**config.mk**
```make
export PLATFORM = sky130hd
export DESIGN_NAME = hilo_md_sequencer_flat
export DESIGN_NICKNAME = d
export VERILOG_FILES = /design/src/rtl/hilo_md_sequencer_if.sv /design/src/rtl/hilo_md_sequencer.sv /design/src/flat_wrapper.sv
export SDC_FILE = /design/constraint.sdc
export NUM_CORES = 2
export LEC_CHECK = 0
export ABC_CLOCK_PERIOD_IN_PS = 16300
export BUFFER_PORTS_ARGS = -buffer_cell sky130_fd_sc_hd__clkbuf_2
export CORE_MARGIN = 4
export CORE_UTILIZATION = 38
export DETAILED_ROUTE_END_ITERATION = 8
export GPL_TIMING_DRIVEN = 0
export SLEW_MARGIN = 20
export SYNTH_ARGS = -nofsm -noshare
export SYNTH_HDL_FRONTEND = slang
export SYNTH_SLANG_ARGS = --single-unit
```
**constraint.sdc**
```tcl
create_clock -name clk -period 16.3 [get_ports clk]
set_clock_uncertainty 0.15 [all_clocks]
set_input_delay 1.63 -clock clk [delete_from_list [all_inputs] [get_ports clk]]
set_output_delay 1.63 -clock clk [all_outputs]
set_load 0.005 [all_outputs]
```
**src/rtl/hilo_md_sequencer_if.sv**
```systemverilog
// Execute-stage <-> HI/LO multiply/divide sequencer handshake.
// master = pipeline side issuing ops, slave = sequencer.
interface hilo_md_sequencer_if #(parameter int WIDTH = 32);
  logic             start_i;
  logic [1:0]       op_i;
  logic [WIDTH-1:0] a_i;
  logic [WIDTH-1:0] b_i;
  logic             cancel_i;
  logic             stall_o;
  logic             busy_o;
  logic             done_o;
  logic [WIDTH-1:0] hi_o;
  logic [WIDTH-1:0] lo_o;

  modport master (output start_i, op_i, a_i, b_i, cancel_i,
                  input  stall_o, busy_o, done_o, hi_o, lo_o);
  modport slave  (input  start_i, op_i, a_i, b_i, cancel_i,
                  output stall_o, busy_o, done_o, hi_o, lo_o);
endinterface

```
**src/rtl/hilo_md_sequencer.sv**
```systemverilog
// HI/LO multiply/divide sequencer: MUL_LAT-cycle multiply or WIDTH-iteration
// restoring divide, stalling the pipeline until the result is committed.
module hilo_md_sequencer #(
  parameter int WIDTH   = 32,
  parameter int MUL_LAT = 1
) (
  input logic               clk,
  input logic               rst,
  hilo_md_sequencer_if.slave md
);
  typedef enum logic [1:0] {IDLE, MUL, DIV, DONE} state_t;

  state_t           state, stateNxt;
  logic [5:0]       cnt;
  logic             sgnOp;
  logic [WIDTH-1:0] aReg, bReg;
  logic [WIDTH-1:0] quot, rem, dvs;
  logic [WIDTH-1:0] resHi, resLo;
  logic [WIDTH-1:0] outHi, outLo;

  logic accept, mulLast, divLast, commit;
  assign accept  = (state == IDLE) && md.start_i && !md.cancel_i;
  assign mulLast = (state == MUL) && (cnt == 6'(MUL_LAT - 1));
  assign divLast = (state == DIV) && (cnt == 6'(WIDTH - 1));
  assign commit  = (state == DONE) && !md.cancel_i;

  // Multiply: operands extended to 2W so the low 2W bits are the exact product.
  logic [2*WIDTH-1:0] extA, extB, prod;
  assign extA = sgnOp ? {{WIDTH{aReg[WIDTH-1]}}, aReg} : {{WIDTH{1'b0}}, aReg};
  assign extB = sgnOp ? {{WIDTH{bReg[WIDTH-1]}}, bReg} : {{WIDTH{1'b0}}, bReg};
  assign prod = extA * extB;

  // One restoring-division step on magnitudes; diff[WIDTH] set means borrow.
  logic [WIDTH:0]   shifted, diff;
  logic             qBit;
  logic [WIDTH-1:0] remNxt, quotNxt, divQ, divR;
  logic             aNeg, bNeg, bZero;
  assign shifted = {rem, quot[WIDTH-1]};
  assign diff    = shifted - {1'b0, dvs};
  assign qBit    = !diff[WIDTH];
  assign remNxt  = qBit ? diff[WIDTH-1:0] : shifted[WIDTH-1:0];
  assign quotNxt = {quot[WIDTH-2:0], qBit};
  assign aNeg    = sgnOp && aReg[WIDTH-1];
  assign bNeg    = sgnOp && bReg[WIDTH-1];
  assign bZero   = (bReg == '0);
  assign divQ    = (aNeg ^ bNeg) ? -quotNxt : quotNxt;
  assign divR    = aNeg ? -remNxt : remNxt;

  always_ff @(posedge clk or negedge rst) begin
    if (!rst) state <= IDLE;
    else      state <= stateNxt;
  end

  always_comb begin
    stateNxt   = state;
    md.stall_o = 1'b0;
    md.busy_o  = 1'b0;
    md.done_o  = commit;
    md.hi_o    = commit ? resHi : outHi;
    md.lo_o    = commit ? resLo : outLo;
    case (state)
      IDLE: begin
        md.stall_o = accept;
        if (accept) stateNxt = md.op_i[1] ? DIV : MUL;
      end
      MUL: begin
        md.stall_o = !md.cancel_i;
        md.busy_o  = 1'b1;
        if (md.cancel_i)   stateNxt = IDLE;
        else if (mulLast)  stateNxt = DONE;
      end
      DIV: begin
        md.stall_o = !md.cancel_i;
        md.busy_o  = 1'b1;
        if (md.cancel_i)   stateNxt = IDLE;
        else if (divLast)  stateNxt = DONE;
      end
      default: stateNxt = IDLE;
    endcase
  end

  always_ff @(posedge clk or negedge rst) begin
    if (!rst) begin
      cnt   <= '0;
      sgnOp <= 1'b0;
      aReg  <= '0;
      bReg  <= '0;
      quot  <= '0;
      rem   <= '0;
      dvs   <= '0;
      resHi <= '0;
      resLo <= '0;
      outHi <= '0;
      outLo <= '0;
    end else begin
      if (accept) begin
        cnt   <= '0;
        sgnOp <= !md.op_i[0];
        aReg  <= md.a_i;
        bReg  <= md.b_i;
        rem   <= '0;
        quot  <= (!md.op_i[0] && md.a_i[WIDTH-1]) ? -md.a_i : md.a_i;
        dvs   <= (!md.op_i[0] && md.b_i[WIDTH-1]) ? -md.b_i : md.b_i;
      end
      if (state == MUL) cnt <= cnt + 6'd1;
      if (state == DIV) begin
        cnt  <= cnt + 6'd1;
        rem  <= remNxt;
        quot <= quotNxt;
      end
      if (mulLast && !md.cancel_i) begin
        resHi <= prod[2*WIDTH-1:WIDTH];
        resLo <= prod[WIDTH-1:0];
      end
      if (divLast && !md.cancel_i) begin
        resHi <= bZero ? aReg : divR;
        resLo <= bZero ? '1   : divQ;
      end
      // A cancel in DONE discards the pending result; outputs keep the old one.
      if (commit) begin
        outHi <= resHi;
        outLo <= resLo;
      end
    end
  end
endmodule

```
**src/flat_wrapper.sv**
```systemverilog
// flat-port wrapper written by rule: the top's interface ports become plain ports
module hilo_md_sequencer_flat 
#(
  parameter int WIDTH   = 32,
  parameter int MUL_LAT = 1
)
  (clk, rst, md_start_i, md_op_i, md_a_i, md_b_i, md_cancel_i, md_stall_o, md_busy_o, md_done_o, md_hi_o, md_lo_o);
  hilo_md_sequencer_if #(.WIDTH(WIDTH)) md_i ();
  input logic clk;
  input logic rst;
  input wire logic [$bits(md_i.start_i)-1:0] md_start_i;
  input wire logic [$bits(md_i.op_i)-1:0] md_op_i;
  input wire logic [$bits(md_i.a_i)-1:0] md_a_i;
  input wire logic [$bits(md_i.b_i)-1:0] md_b_i;
  input wire logic [$bits(md_i.cancel_i)-1:0] md_cancel_i;
  output wire logic [$bits(md_i.stall_o)-1:0] md_stall_o;
  output wire logic [$bits(md_i.busy_o)-1:0] md_busy_o;
  output wire logic [$bits(md_i.done_o)-1:0] md_done_o;
  output wire logic [$bits(md_i.hi_o)-1:0] md_hi_o;
  output wire logic [$bits(md_i.lo_o)-1:0] md_lo_o;
  assign md_i.start_i = md_start_i;
  assign md_i.op_i = md_op_i;
  assign md_i.a_i = md_a_i;
  assign md_i.b_i = md_b_i;
  assign md_i.cancel_i = md_cancel_i;
  assign md_stall_o = md_i.stall_o;
  assign md_busy_o = md_i.busy_o;
  assign md_done_o = md_i.done_o;
  assign md_hi_o = md_i.hi_o;
  assign md_lo_o = md_i.lo_o;
  hilo_md_sequencer #(.WIDTH(WIDTH), .MUL_LAT(MUL_LAT)) u_core (.clk(clk), .rst(rst), .md(md_i));
endmodule
```
==> results list <==
- Among all stages on the critical path, the largest delay is contributed by sky130_fd_sc_hd__fa_1.
* Hold buffers post-CTS: 0
- Longest Clk Path Bufs: 3
* Area contributors post-synth: sky130_fd_sc_hd__fa_1 44%, sky130_fd_sc_hd__dfrtp_1 11%, sky130_fd_sc_hd__inv_1 9.0%
- At the end of routability-driven placement, the weighted congestion stood at 1.05.
- Cell family contributing the most delay on the critical path: adder cells
* Number of design rule violations left after detail routing: 0
* Predominant post-synthesis flop cell: sky130_fd_sc_hd__dfrtp_1
- The tool flagged a number of max-cap violations equal to 0.
- Counting distinct cell types in the post-synthesis netlist gives 77.
- The via count of the first global-routing pass was 54,900.
* Fill count: 17,000
- Data required, critical path: 16.66 ns
* List of most frequent post-synthesis cells: 1,561 x sky130_fd_sc_hd__inv_1, 1,420 x sky130_fd_sc_hd__fa_1, 941 x sky130_fd_sc_hd__nand2_1, 591 x sky130_fd_sc_hd__and2_1, 351 x sky130_fd_sc_hd__ha_1
- First-pass GRT wire length: 404,000 um
- Final nets: 9,113
* Die area: 0.178 mm2
- The first TritonRoute pass finished after 6 iterations.
* Later-pin clock latency in the skew report: 0.59 ns
- Startpoint class of the critical path: flop
- CTS tree: built
- Die Wd: 422 um
- In this run, synthesis produced a sequential element count of 296.
- Longest individual stage delay on the worst path: 0.95 ns
* RSZ-0062 raised after global routing: false
* Post-route insts no fill: 9,543
* Initial standard-cell utilization of the core: 38.3%
- Post-Syn Instances: 7,085
- In the post-synthesis netlist, the cell with the most instances is sky130_fd_sc_hd__inv_1.
* All-Layer GR Usage: 31.8%
- Summing every instance area after synthesis gives 0.0651 mm2.
- The run finished with clean final reports.
- Share of synthesized area occupied by flip-flops and latches: 11.4%
- STA puts the critical path data arrival time at 14.29 ns.
* Share of the cycle needed by the critical path after routing: 85.5%
* Depth of the CTS H-tree: 2
- When the netlist entered floorplanning its net count stood at 8,926.
* Max frequency: 71.8 MHz
- Iter 0 DRT Violations: 6,179
- The tightest hold path in the finished design has a slack of 0.337 ns.
* Post-CTS resize count: 0
* Async set or reset register ratio after synthesis: 100%
- Number of buffers inserted by port buffering: 136
- Placed cell count: 9,452
* TritonCTS buffer count: 36
- Synthesis-to-layout area growth: 7.91%
- The cell that appears most often on the critical path is sky130_fd_sc_hd__fa_1.
* Routed wirelength normalized by instance count: 29.6 um
- Max transition margin: 7.85%
- At the pin with the least slew margin, the transition time is 1.38 ns.
* Critical path endpoint category: flop
- After layout, the minimum clock period comes to 13.93 ns.
* Dpl hpwl: 233,000 um
- Final setup viols: 0
* CTS Root Cell: sky130_fd_sc_hd__clkbuf_16
* Max Slew Vio Count: 0
* Met2 Track Usage GR: 46.2%
- Counting every sink on the clock net gives 296.
* Final number of hold-violating endpoints: 0
- Class of the most critical hold timing path: reg -> reg
- DIE HEIGHT: 422 um
- The post-route netlist has 5.10% of its cells at a drive strength greater than 1.
* Fraction of post-synthesis cell area in the top cell type by area: 43.7%
- Gr ovfl total: 0
- Total wire length after detailed routing: 283,000 um
- Worst Setup Path Type: reg -> reg
- In this run the most used layer during global routing was met2.
- YS warnings: 0
- Sum of negative setup slack: 0 ns
- The synthesized design contains 0 enable-type register cells.
* Buffers plus inverters on the worst setup path: 10
- Clock-pin slew was measured on the worst setup and hold paths at 0.06 ns.
* DR vias/cell: 5.54
- Antenna violations before repair: 36
- Cell row count: 151
- Met1 track demand over resource in global routing: 43.1%
- 137 I/O pins were placed.
- Entering global routing, the biggest net connects 72 pins.
- Standard cell core area: 0.170 mm2
* Critical path peak fanout: 10
- Cell taking the most area after synthesis: sky130_fd_sc_hd__fa_1
* Synth Area per Inst: 9.19 um2
- Buffers added to address setup during post-CTS repair amount to 0.
- Across all register-to-register paths, the minimum setup slack is 2.37 ns.
- Overall via count from detail_route: 52,900
- Met3 Track Usage GR: 8.80%
- Antenna-violating nets left: 0
==> worst reg2reg max path: cells and delay by family, from the launching register on <==
kind	cells	cell delay, ns
simple gates	4	0.81
buf+inv	10	3.59
compound gates	9	2.41
mux	1	0.19
flops	1	0.33
fa+ha+maj	11	6.38
==> final timing paths <==
kind,startpoint,to,cells past startpoint
setup reg to reg,u_core.aReg[31],u_core.resHi[30],35
setup / recovery,u_core.aReg[31],u_core.resHi[30],35
hold reg to reg,u_core.dvs[17],u_core.dvs[17],2
min in group asynchronous,rst,u_core.rem[16],1
hold / removal,u_core.dvs[17],u_core.dvs[17],2
max in group asynchronous,rst,u_core.resHi[28],4
==> area by class of cell <==
class / count / area, um2 / area share [%]
Antenna cell: 29 / 72.6 / 0.103
Multi-Input combinational cell: 4857 / 50500 / 71.8
Sequential cell: 296 / 7410 / 10.5
Tap cell: 2218 / 2780 / 3.95
Clock buffer: 47 / 982 / 1.40
Buffer: 370 / 1480 / 2.11
Timing Repair Buffer: 149 / 978 / 1.39
Clock inverter: 15 / 255 / 0.363
Inverter: 1562 / 5860 / 8.34
==> cells by family after synthesis <==
group	after synthesis	share of synthesized area (%)
DFF	296	11.4
muxes	124	2.04
xor gates and xnor gates	254	3.42
and+or+nand+nor	1961	14.5
adders and majority gates	1771	50.4
AOI/OAI and AO/OA	747	7.14
buffers and inverters	1932	11.2
==> routing by layer <==
metal  routed length, um  part of all wire [%]
met3               33200                    12
met5                  36                 0.013
met4               19200                   6.8
met1              112000                    40
met2              118000                    42
==> state kept, by name, summed over array words and instances (netlist names), 2 cells and up <==
signal / count
u_core.state: 2
u_core.outLo: 32
u_core.resHi: 32
u_core.rem: 32
u_core.cnt: 6
u_core.aReg: 32
u_core.dvs: 32
u_core.quot: 32
u_core.outHi: 32
u_core.bReg: 31
u_core.resLo: 32
==> per-stage QoR <==
stage	utilization, %	setup slack (ns)	cell area (um2)
floorplan	-	6.29	65100
global placement	40.4	2.25	68600
detailed placement	40.6	2.68	69000
CTS	41.3	2.65	70200
global route	41.3	1.99	70200
finish	41.4	2.37	70300
==> placed cells by master, fill, tap and decap left out, types with 12 or more instances in the layout <==
cell	count
sky130_fd_sc_hd__xnor2_1	160
sky130_fd_sc_hd__clkbuf_1	290
sky130_fd_sc_hd__buf_1	19
sky130_fd_sc_hd__a21oi_1	248
sky130_fd_sc_hd__nor4_1	32
sky130_fd_sc_hd__inv_1	1560
sky130_fd_sc_hd__o21a_1	15
sky130_fd_sc_hd__a21o_1	64
sky130_fd_sc_hd__nand2_1	940
sky130_fd_sc_hd__o31ai_1	31
sky130_fd_sc_hd__o21ai_0	190
sky130_fd_sc_hd__mux2_2	69
sky130_fd_sc_hd__diode_2	29
sky130_fd_sc_hd__a31oi_1	25
sky130_fd_sc_hd__or3_1	23
sky130_fd_sc_hd__clkbuf_16	36
sky130_fd_sc_hd__clkbuf_2	191
sky130_fd_sc_hd__a211oi_1	37
sky130_fd_sc_hd__dfrtp_1	295
sky130_fd_sc_hd__nor3_1	42
sky130_fd_sc_hd__and3_1	28
sky130_fd_sc_hd__nand4_1	22
sky130_fd_sc_hd__nand3_1	31
sky130_fd_sc_hd__and2_1	591
sky130_fd_sc_hd__ha_1	351
sky130_fd_sc_hd__nor2b_1	19
sky130_fd_sc_hd__o41ai_1	13
sky130_fd_sc_hd__xor2_1	94
sky130_fd_sc_hd__nor2_1	179
sky130_fd_sc_hd__fa_1	1420
sky130_fd_sc_hd__nand2b_1	21
sky130_fd_sc_hd__mux2i_1	55
sky130_fd_sc_hd__a32oi_1	12
sky130_fd_sc_hd__o22ai_1	14
Power is left out: the tool's default activity adds up to more than one toggle a clock period on the data nets, which glitch-free logic cannot reach.
